===== src/rtl/fetch_pkg.sv =====
// Shared types and constants for the instruction fetch stage.
package fetch_pkg;

  typedef enum logic [1:0] {
    IDLE = 2'd0,
    REQ  = 2'd1,
    WAIT = 2'd2
  } fetch_state_t;

  localparam int          INSTR_BYTES = 4;
  localparam logic [31:0] NOP         = 32'h00000013;

endpackage


===== src/rtl/fetch_fifo.sv =====
// Small power-of-two FIFO holding {pc, instruction} pairs between fetch and dispatch.
module fetch_fifo #(
  parameter int DEPTH = 4,
  parameter int WIDTH = 52
) (
  input  logic                     clock,
  input  logic                     reset,
  input  logic                     push,
  input  logic                     pop,
  input  logic                     flush,
  input  logic [WIDTH-1:0]         push_data,
  output logic [$clog2(DEPTH):0]   count,
  output logic [WIDTH-1:0]         head_data
);

  localparam int PW = $clog2(DEPTH);

  logic [WIDTH-1:0] mem [DEPTH];
  logic [PW-1:0]    wr_ptr;
  logic [PW-1:0]    rd_ptr;

  always_ff @(posedge clock or negedge reset) begin
    if (!reset) begin
      wr_ptr <= '0;
      rd_ptr <= '0;
      count  <= '0;
      for (int i = 0; i < DEPTH; i++) begin
        mem[i] <= '0;
      end
    end else if (flush) begin
      wr_ptr <= '0;
      rd_ptr <= '0;
      count  <= '0;
    end else begin
      if (push) begin
        mem[wr_ptr] <= push_data;
        wr_ptr      <= wr_ptr + PW'(1);
      end
      if (pop) begin
        rd_ptr <= rd_ptr + PW'(1);
      end
      // Simultaneous push and pop leaves the occupancy unchanged.
      if (push && !pop) begin
        count <= count + 1'b1;
      end else if (pop && !push) begin
        count <= count - 1'b1;
      end
    end
  end

  assign head_data = (count != '0) ? mem[rd_ptr] : '0;

endmodule


===== src/rtl/fetch_unit.sv =====
// Instruction fetch: PC generation, one-outstanding memory requests, and a
// small {pc, instruction} buffer presented to dispatch.
module fetch_unit
  import fetch_pkg::*;
#(
  parameter int CORE         = 0,
  parameter int DATA_WIDTH   = 32,
  parameter int ADDRESS_BITS = 20,
  parameter int RESET_PC     = 0,
  parameter int DEPTH        = 4
) (
  input  logic                    clock,
  input  logic                    reset,
  input  logic                    start,
  input  logic                    redirect_valid,
  input  logic [ADDRESS_BITS-1:0] redirect_pc,
  output logic                    fetch_read,
  output logic [ADDRESS_BITS-1:0] fetch_address,
  input  logic                    fetch_valid,
  input  logic [DATA_WIDTH-1:0]   fetch_data,
  output logic                    out_valid,
  input  logic                    out_ready,
  output logic [DATA_WIDTH-1:0]   out_instruction,
  output logic [ADDRESS_BITS-1:0] out_pc,
  input  logic                    report,
  output logic [1:0]              debug_state,
  output logic                    debug_error,
  output logic [7:0]              debug_core
);

  // Handshake: dispatch takes the head on any cycle where out_valid and
  // out_ready are both high; out_valid never depends on out_ready.

  localparam int CW = $clog2(DEPTH) + 1;
  localparam int EW = ADDRESS_BITS + DATA_WIDTH;
  localparam logic [ADDRESS_BITS-1:0] STEP = ADDRESS_BITS'(INSTR_BYTES);

  fetch_state_t            state, state_next;
  logic [ADDRESS_BITS-1:0] pc, pc_next;
  logic                    kill, kill_next;
  logic                    push, pop, flush;
  logic [CW-1:0]           count;
  logic [EW-1:0]           head;
  logic                    protocol_error;
  logic [ADDRESS_BITS-1:0] target;

  assign target = redirect_pc & ~ADDRESS_BITS'(INSTR_BYTES - 1);

  assign fetch_read    = (state == REQ) && (count < CW'(DEPTH)) && !redirect_valid;
  assign fetch_address = pc;
  assign out_valid     = (count != '0) && !redirect_valid;
  assign pop           = out_valid && out_ready;

  always_ff @(posedge clock or negedge reset) begin
    if (!reset) begin
      state          <= IDLE;
      pc             <= ADDRESS_BITS'(RESET_PC);
      kill           <= 1'b0;
      protocol_error <= 1'b0;
    end else begin
      state <= state_next;
      pc    <= pc_next;
      kill  <= kill_next;
      if (fetch_valid && (state != WAIT)) begin
        protocol_error <= 1'b1;
      end
    end
  end

  always_comb begin
    state_next = state;
    pc_next    = pc;
    kill_next  = kill;
    push       = 1'b0;
    flush      = 1'b0;
    case (state)
      IDLE: begin
        if (start) begin
          state_next = REQ;
        end
      end
      REQ: begin
        if (redirect_valid) begin
          flush   = 1'b1;
          pc_next = target;
        end else if (fetch_read) begin
          state_next = WAIT;
        end
      end
      WAIT: begin
        if (redirect_valid) begin
          flush   = 1'b1;
          pc_next = target;
          // A response landing with the redirect is dropped here, so no kill is needed.
          if (fetch_valid) begin
            state_next = REQ;
            kill_next  = 1'b0;
          end else begin
            kill_next = 1'b1;
          end
        end else if (fetch_valid) begin
          state_next = REQ;
          kill_next  = 1'b0;
          if (!kill) begin
            push    = 1'b1;
            pc_next = pc + STEP;
          end
        end
      end
      default: state_next = IDLE;
    endcase
  end

  fetch_fifo #(
    .DEPTH (DEPTH),
    .WIDTH (EW)
  ) u_fifo (
    .clock     (clock),
    .reset     (reset),
    .push      (push),
    .pop       (pop),
    .flush     (flush),
    .push_data ({pc, fetch_data}),
    .count     (count),
    .head_data (head)
  );

  assign out_pc          = head[EW-1:DATA_WIDTH];
  assign out_instruction = head[DATA_WIDTH-1:0];

  assign debug_state = state;
  assign debug_error = report && protocol_error;
  assign debug_core  = 8'(CORE);

endmodule


===== config.mk =====
export PLATFORM = sky130hd
export DESIGN_NAME = fetch_unit
export DESIGN_NICKNAME = d
export VERILOG_FILES = /design/src/rtl/fetch_pkg.sv /design/src/rtl/fetch_fifo.sv /design/src/rtl/fetch_unit.sv
export SDC_FILE = /design/constraint.sdc
export NUM_CORES = 1
export LEC_CHECK = 0
export ABC_CLOCK_PERIOD_IN_PS = 1800
export CORE_ASPECT_RATIO = 0.6
export CORE_MARGIN = 3
export CORE_UTILIZATION = 51
export DETAILED_ROUTE_END_ITERATION = 12
export HOLD_SLACK_MARGIN = 0.1
export MAX_ROUTING_LAYER = met4
export PLACE_DENSITY = 0.86
export SLEW_MARGIN = 20
export SYNTH_ARGS = -nofsm -noshare
export SYNTH_HDL_FRONTEND = slang
export SYNTH_SLANG_ARGS = --single-unit

===== constraint.sdc =====
create_clock -name clock -period 1.8 [get_ports clock]
set_clock_uncertainty 0.1 [all_clocks]
set_input_delay 0.36 -clock clock [delete_from_list [all_inputs] [get_ports clock]]
set_output_delay 0.36 -clock clock [all_outputs]
set_load 0.1 [all_outputs]

## Word level (Yosys, flattened, before mapping)

Index checks and enable logic that the tools add are counted.

| word-level totals | value |
|---|---|
| input bits | 59 |
| logic and storage cells | 90 |
| bits in registers | 239 |
| output and inout port bits | 85 |

| cells by class | value |
|---|---|
| bitwise operators | 3 |
| add/subtract/negate cells | 5 |
| eq/ne operators | 10 |
| magnitude comparators | 4 |
| muxes and demuxes | 33 |
| reduce and logical (&&, ||, !) cells | 24 |

Operators with widths:

| cell | number |
|---|---|
| $bwmux 208 | 1 |
| $mux 52 | 4 |
| $bmux 52 s2 | 1 |
| $demux 52 s2 | 1 |
| $mux 20 | 4 |
| $pmux 20 s2 | 1 |
| $add 20x3->20 const B | 1 |
| $mux 2 | 8 |
| $ne 2x2->1 const B | 6 |
| $logic_and 1x1->1 | 9 |
| $mux 1 | 9 |
| $mux 3 | 3 |
| $reduce_and 4->1 | 2 |
| $reduce_bool 2->1 | 4 |
| $ge 3x3->1 const B | 2 |
| $ne 3x3->1 const B | 2 |
| $not 2->3 | 2 |
| $pmux 2 s3 | 1 |
| $reduce_bool 3->1 | 2 |
| $add 2x1->2 const B | 2 |
| $reduce_and 2->1 | 2 |
| $add 3x1->3 const B | 1 |
| $logic_not 1->1 | 3 |
| $lt 3x1->1 const B | 1 |
| other kinds (7) | 7 |

## Longest topological paths before layout

Gate-level depths: netlist of the first run.

| depth | value |
|---|---|
| depth in word-level cells | 9 |
| gate-level depth with buffers | 8 |
| gate-level depth less buffers | 8 |

## Modules after synthesis

Synthesis of the first run repeated with hierarchy kept, for this count alone.

| second synthesis, totals | value |
|---|---|
| cell total of the unflattened synthesis | 787 |
| area, all modules | 11606.1 um2 |

By module, submodules not included:

| module | cells an instance | times used | seq. area each (um2) | area an instance (um2) |
|---|---|---|---|---|
| fetch_fifo | 602 | 1 | 5380.2 | 9999.6 |
| fetch_unit | 185 | 1 | 550.5 | 1606.5 |

## Worst setup path before layout of the first run

OpenSTA, ideal clock, no wires.

| timing | value |
|---|---|
| path kind | flip-flop to output port |
| start | register state[0], in the netlist debug_state[0] |
| end | output port fetch_read |
| required time | 1340 ps |
| buffers on the path | 0 |
| data arrival time | 3509 ps |
| path slack | -2169 ps |
| stages on the path, launching flop included | 3 |
| path through | dfrtp_1 > ha_1 > nor3b_1 |

| on the way | value |
|---|---|
| word-level cells in the longest chain between the ends | 3 |

Ends and longest elaborated chain:

| what | line | text |
|---|---|---|
| start, declared | fetch_unit.sv:38 | `fetch_state_t state, state_next;` |
| start signal, assigned | fetch_unit.sv:61 | `state <= state_next;` |
| $eq 2x1->1 | fetch_unit.sv:49 | `assign fetch_read = (state == REQ) && (count < CW'(DEPTH)) && !redirect_valid;` |
| $logic_and 1x1->1 (2 in series) | fetch_unit.sv:49 |  |
| end, declared | fetch_unit.sv:17 | `output logic fetch_read,` |

Every way passes these cells.

## Final worst setup path of the first run

| timing | value |
|---|---|
| start | register u_fifo.rd_ptr[0] |
| end | output port out_pc[5] |

| on the way | value |
|---|---|
| word-level cells in the longest chain between the ends | 5 |

Ends and longest elaborated chain:

| what | line | text |
|---|---|---|
| start, declared | fetch_fifo.sv:20 | `logic [PW-1:0] rd_ptr;` |
| start signal, assigned | fetch_fifo.sv:40 | `rd_ptr <= rd_ptr + PW'(1);` |
| $not 2->3 (implied by the code) | fetch_fifo.sv:51 | `assign head_data = (count != '0) ? mem[rd_ptr] : '0;` |
| $bmux 52 s2 | fetch_fifo.sv:51 |  |
| $mux 52 (implied by the code) (2 in series) | fetch_fifo.sv:51 |  |
| $mux 52 | fetch_fifo.sv:51 |  |
| end, declared | fetch_unit.sv:24 | `output logic [ADDRESS_BITS-1:0] out_pc,` |

Every way passes these cells. The select of a mux whose other input is x is not followed.

==> results of run 1 <==
-- how the worst max path moves through the flow --
| stage | to | depth (start not counted) |
|---|---|---|
| floorplan | fetch_read | 3 |
| global placement | u_fifo.count[2] | 7 |
| detailed placement | u_fifo.count[2] | 7 |
| CTS | out_pc[18] | 5 |
| global route | out_pc[10] | 5 |
| finish | out_pc[5] | 5 |
-- cell usage in the layout (no fill, tap or decap), types with 16 or more instances in the layout --
cell,count
buf_8,21
mux2_4,193
nor2b_4,51
mux4_2,50
buf_4,45
o21ai_2,16
dfrtp_1,207
clkbuf_16,24
clkdlybuf4s50_1,55
buf_12,129
buf_6,31
-- per-layer routing --
| layer | global-route usage | up-vias | routed length (um) | part of all wire |
|---|---|---|---|---|
| met4 | 0.106 | 0 | 1830 | 0.044 |
| li1 | - | 3351 | - | - |
| met3 | 0.0645 | 174 | 3530 | 0.084 |
| met2 | 0.533 | 611 | 20000 | 0.48 |
| met5 | - | - | 0 | 0 |
| met1 | 0.454 | 4591 | 16400 | 0.39 |
-- cell families (layout without fill, tap and decap cells) --
| logic type | Yosys count | in the layout | synth area share |
|---|---|---|---|
| AOI/OAI and AO/OA | 71 | 72 | 0.0397 |
| buffers and inverters | 77 | 348 | 0.0449 |
| and+or+nand+nor | 133 | 134 | 0.0693 |
| muxes | 249 | 249 | 0.332 |
| xor gates and xnor gates | 4 | 4 | 0.00305 |
| other | 1 | 12 | 0.000326 |
| adders and majority gates | 11 | 11 | 0.0126 |
| DFF | 229 | 229 | 0.498 |
-- power groups by stage --
| stage | registers (W) | logic (W) | clock network [W] |
|---|---|---|---|
| 3_3_place_gp | 0.00796 | 0.0201 | 0 |
| 5_1_grt | 0.00855 | 0.0245 | 0.00527 |
| 6_report | 0.00848 | 0.0240 | 0.00506 |
| 4_1_cts | 0.00809 | 0.0224 | 0.00495 |
| 3_5_place_dp | 0.00804 | 0.0204 | 0 |
| 2_1_floorplan | 0.00924 | 0.0122 | 0 |
-- sequential cells by signal, summed over array words and instances (netlist names) --
register,cells
fetch_address,18
u_fifo.wr_ptr,2
u_fifo.mem,200
kill,1
u_fifo.rd_ptr,2
u_fifo.count,3
debug_state,2
protocol_error,1
-- stage by stage --
step	hold WS (ns)	std cells	instance area [um^2]	setup TNS, ns	util
after detailed placement	0.145	1215	15000	-100.37	0.697
after global routing	0.222	1338	18100	-111.08	0.838
final	0.203	1338	18100	-101.96	0.838
after global placement	0.142	1215	15000	-95.25	0.697
after CTS	0.210	1340	17900	-96.27	0.829
after floorplan	-0.0356	786	12200	-69.26	-
-- area by class of cell --
class	instances	area, um^2	share of cell area
inverters	10	42.5	0.00236
flip-flops and latches	229	5780	0.320
multi-input cells	482	6570	0.364
clock buffers	34	677	0.0375
clock inverters	6	80.1	0.00443
repair buffers	298	4560	0.253
well taps	279	349	0.0193
-- repair_timing --
item / 4_1_cts / 5_1_grt
gates cloned: 29 / 1
setup endpoints to repair: 271 / 284
hold buffers: 1 / 0
gates resized for setup: 212 / 100
pin swaps: 22 / 10
setup buffers: 56 / 19
hold endpoints to repair: 229 / 0
-- worst max-delay path, delay by kind of cell (launching register included) --
family,cells,cell delay (ns)
DFF,1,0.47
muxes,1,0.52
and+or+nand+nor,1,0.16
buffers and inverters,3,0.48
==> metrics.md, run 1 <==
| Metric | Value |
|---|---|
| Reg2Reg Depth | 11 |
| DR WL/cell | between 30 and 40 um |
| Number of fill cells | 890 |
| Die area | between 20,000 and 25,000 um^2 |
| Post-synth EDFFs | 0 |
| Post-DP HPWL | 19.7 mm |
| Yosys reg bits | 229 |
| R2R Setup Slk | -0.42 ns |
| Final Cycle Share | 1.46 |
| Crit-path cells | buf_12 -> buf_16 -> mux4_2 -> nor2b_4 -> buf_12 |
| Top-area cell type share of the netlist area | 0.498 |
| Post-route ant nets | 0 |
| Internal | 0.0204 W |
| Maximum vdd drop | 0.00173 V |
| Avg Vias per Cell | 6.52 |
| Total CTS buffers | 22 |
| Synth warnings | 0 |
| Final min period | 2.62 ns |
| Routed via count | 8,727 |
| Slew Limit Fails | 0 |
| Crit end category | primary output |
| Worst setup SP type | register |
| Setup violators final | 280 |
| Worst-case clock buffer depth | 3 |
| Leakage | 8.58 nW |
| Root buffer cell | clkbuf_16 |
| DIE HEIGHT | 122 um |
| RSZ-0062 raised after global routing | true |
| Setup Crit Path Kind | reg2out |
| Worst setup slack after layout | -0.819 ns |
| WL final | 41.9 mm |
| Initial antenna violation count | 0 |
| Comb pwr share | 0.639 |
| Status | finished with violations |
| Clock share of power | 0.135 |
| Async S/R FF share, synth | 1.00 |
| Sequential share of power | 0.226 |
| GP Congestion | 0.882 |
| Largest cells by area after synthesis | dfrtp_1, mux2_4, mux4_2, mux2_1, nor2b_1 |
| Fmax | approximately 380 MHz |
| Core Footprint | about 22,000 um^2 |
| Critical path origin | u_fifo.rd_ptr[0] |
| Global-route wire length before repair | 60.3 mm |
| P_sw | 0.0171 W |
| Die width | 200 um |
| Worst-skew pair later-pin latency | 0.52 ns |
| Port Buffers | 129 |
| CTS Sinks | 229 |
| TritonRoute pass-1 iters | 5 |
| Cell taking the most area after synthesis | dfrtp_1 |
| CTS clock-pin slew for the worst setup and hold paths | 0.08 ns |
| Max stage delay on crit path | around 0.52 ns |
| Commonest cells in the netlist | dfrtp_1, mux2_4, mux2_1, nor2b_1, mux4_2 |
| Synth unique cells | 58 |
| Top-count cell post-synth | dfrtp_1 |
| Pwr per Cell Area | 2080 nW/um^2 |
| Largest net degree at the start of global routing | 59 |
| Worst Path Arrival | 2.16 ns |
| Gr ovfl total | 0 |
| Failing checks | negative setup slack |
| Dpl ws | -0.548 ns |
| DRT iter0 DRCs | approximately 910 |
| Max-Cap Viols | 0 |
| Synth-to-Final Area Change | 57.1% |
| CP Data Required Time | 1.34 ns |
| # IOs | 144 |
| Vias in the first global route | 9,280 |
| H-tree depth | 1 |
| Starting density of the core | 0.534 |
| Final nets | 1,113 |
| Reg2reg end | fetch_address[6] |
| CP max FO | 9 |
| Tot GR Track Use | 0.339 |
| Layout cells sized above 1 | 0.646 |
| Switching Share | 0.456 |
| CTS tree | done |
| Synth Cell Area | approximately 11,000 um^2 |
| Most repeated library cell on the critical path | buf_12 |
| Worst r2r src | debug_state[1] |
| CP max-delay cell | mux4_2 |
| Final hold vios | 0 |
| Rows | 41 |
| Cells after Synth | between 700 and 800 |
| Mapped Avg Cell Area | about 15 um^2 |
| DRC Markers | 0 |
| ANT cells | 0 |
| Tot Pwr | 0.0375 W |
| Ys flop type | dfrtp_1 |
| Register area share after synthesis | 0.498 |
| Min-Delay Path Class | in2async |
(Power assumes the default switching activity.)
==> inputs of run 2 (changes only) <==
--- a/config.mk
+++ b/config.mk
@@ -7,11 +7,10 @@
 export LEC_CHECK = 0
 export ABC_CLOCK_PERIOD_IN_PS = 1800
 export CORE_ASPECT_RATIO = 0.6
-export CORE_MARGIN = 3
+export CORE_MARGIN = 8
 export CORE_UTILIZATION = 51
 export DETAILED_ROUTE_END_ITERATION = 12
 export HOLD_SLACK_MARGIN = 0.1
-export MAX_ROUTING_LAYER = met4
 export PLACE_DENSITY = 0.86
 export SLEW_MARGIN = 20
 export SYNTH_ARGS = -nofsm -noshare
==> run 2 against run 1 <==
Against the previous run:
- the run still ends with negative setup slack left
- highest routed layer unchanged
- register-to-register slack better by 0.06 ns
- global-route usage fell by 8.0 points
- final cell count is 0.15% higher
- worst hold slack better by 0.028 ns
==> metrics.md, run 2 (synthesis gave the netlist of run 1 again) <==
| Metric | Value |
|---|---|
| Worst setup SP type | register |
| Vias in the first global route | about 9,000 |
| Failing checks | negative setup slack |
| Slew Limit Fails | 0 |
| Area occupied by multi-input gates | 6550 um^2 |
| ANT cells | 0 |
| Final Cycle Share | 1.43 |
| Min-Delay Path Class | in2async |
| DRC Markers | 0 |
| GP Congestion | slightly below 0.9 |
| R2R Setup Slk | -0.36 ns |
| Worst Path Arrival | 2.12 ns |
| Die area | 27,800 um^2 |
| Core Footprint | 22,100 um^2 |
| DP Cell Count | 1,222 |
| Port Buffers | ~130 |
| Biggest register | u_fifo.mem |
| Initial antenna violation count | 0 |
| Max reg flops | 200 |
| Total CTS buffers | 23 |
| P_sw | 0.0164 W |
| Final hold vios | 0 |
| DIE HEIGHT | ~130 um |
| H-tree depth | 1 |
| Setup violators final | 278 |
| Global-route wire length before repair | 56.9 mm |
| Internal | 0.0198 W |
| Switching Share | 0.452 |
| Pwr per Cell Area | between 2000 and 2500 nW/um^2 |
| Gr ovfl total | 0 |
| Starting density of the core | 0.521 |
| Final nets | between 1,000 and 1,500 |
| Crit end category | primary output |
| Number of fill cells | 1,052 |
| Post-route ant nets | 0 |
| Worst r2r src | debug_state[0] |
| CP max FO | 6 |
| Maximum vdd drop | between 0.0015 and 0.002 V |
| RSZ-0062 raised after global routing | true |
| Rows | 42 |
| TritonRoute pass-1 iters | 5 |
| CP Data Required Time | between 1 and 1.5 ns |
| TNS Setup | -100.28 ns |
| WL final | 37.6 mm |
| Layout cells sized above 1 | 0.638 |
| Worst relative slew slack | 0.653 |
| Largest net degree at the start of global routing | 57 |
| # IOs | 144 |
| Hold_ws | 0.231 ns |
| Setup Crit Path Kind | reg2out |
| Fmax | between 300 and 400 MHz |
| Most frequent cells in the layout | dfrtp_1, mux2_4, buf_12, buf_4, clkdlybuf4s50_1 |
| Status | finished with violations |
| Clock share of power | 0.127 |
| Max-Cap Viols | 0 |
| CTS Sinks | 229 |
| CTS tree | done |
| Worst-skew pair later-pin latency | 0.53 ns |
| Post-DP HPWL | 19.9 mm |
| Tot GR Track Use | 0.259 |
| Routed via count | about 8,200 |
| Synth-to-Final Area Change | 54.1% |
| Critical path origin | u_fifo.rd_ptr[0] |
| Root buffer cell | clkbuf_16 |
| Sequential share of power | 0.231 |
| Worst-case clock buffer depth | 3 |
| Worst-margin pin slew | between 0.5 and 0.6 ns |
| Most common cell after layout, fill and taps aside | dfrtp_1 |
| CTS clock-pin slew for the worst setup and hold paths | 0.07 ns |
| Tot Pwr | 0.0362 W |
| Worst setup slack after layout | -0.777 ns |
| Register area | 5770 um^2 |
| Fin cells | 1,340 |
| DRT iter0 DRCs | 651 |
| Avg Vias per Cell | between 6 and 7 |
| Die width | about 210 um |
| Comb pwr share | 0.642 |
| Final min period | 2.58 ns |
| Leakage | 8.41 nW |
| DR WL/cell | 28.0 um |
-- run 2: worst paths after layout --
kind                                     to  cells past startpoint
min reg2reg                  protocol_error                      1
min                         u_fifo.mem[164]                      2
max in group asynchronous  fetch_address[9]                      3
max                              out_pc[17]                      5
max reg2reg                   u_fifo.mem[7]                      8
min in group clock         fetch_address[3]                      3
-- run 2: through the flow --
stage / worst slack (ns) / util / area (um^2)
after global routing: -0.832 / 0.803 / 17700
after floorplan: -0.371 / - / 12200
after CTS: -0.764 / 0.797 / 17600
after detailed placement: -0.498 / 0.680 / 15000
after global placement: -0.465 / 0.680 / 15000
final: -0.777 / 0.803 / 17700
-- run 2: power groups by stage --
stage / clock network, W / logic [W] / registers [W]
finish: 0.00460 / 0.0233 / 0.00837
global placement: 0 / 0.0200 / 0.00799
floorplan: 0 / 0.0122 / 0.00924
CTS: 0.00454 / 0.0223 / 0.00811
global route: 0.00482 / 0.0240 / 0.00848
detailed placement: 0 / 0.0203 / 0.00807
-- run 2: area by class of cell --
cell class / instances / share of cell area
Inverter: 10 / 0.00240
Multi-Input combinational cell: 483 / 0.370
Sequential cell: 229 / 0.326
Clock inverter: 3 / 0.00127
Tap cell: 286 / 0.0202
Timing Repair Buffer: 295 / 0.243
Clock buffer: 34 / 0.0371
-- run 2: critical path: stages (launching register included) --
cell and delay (ns):
dfrtp_4 0.47, buf_4 0.16, buf_16 0.14, mux4_2 0.51, nor2b_4 0.15, buf_12 0.17
-- run 2: timing repair --
action / CTS / global route
buffers inserted: 52 / 35
gates resized for setup: 193 / 80
endpoints found under the setup margin: 276 / 280
hold buffers: 1 / 0
hold endpoints to repair: 229 / 0
cloned: 23 / 4
pin swaps: 22 / 18
-- run 2: per-layer routing --
layer,track usage,wire [um]
met1,0.360,15800
met2,0.402,17900
met5,0,0
met4,0.0710,1180
met3,0.0601,2650
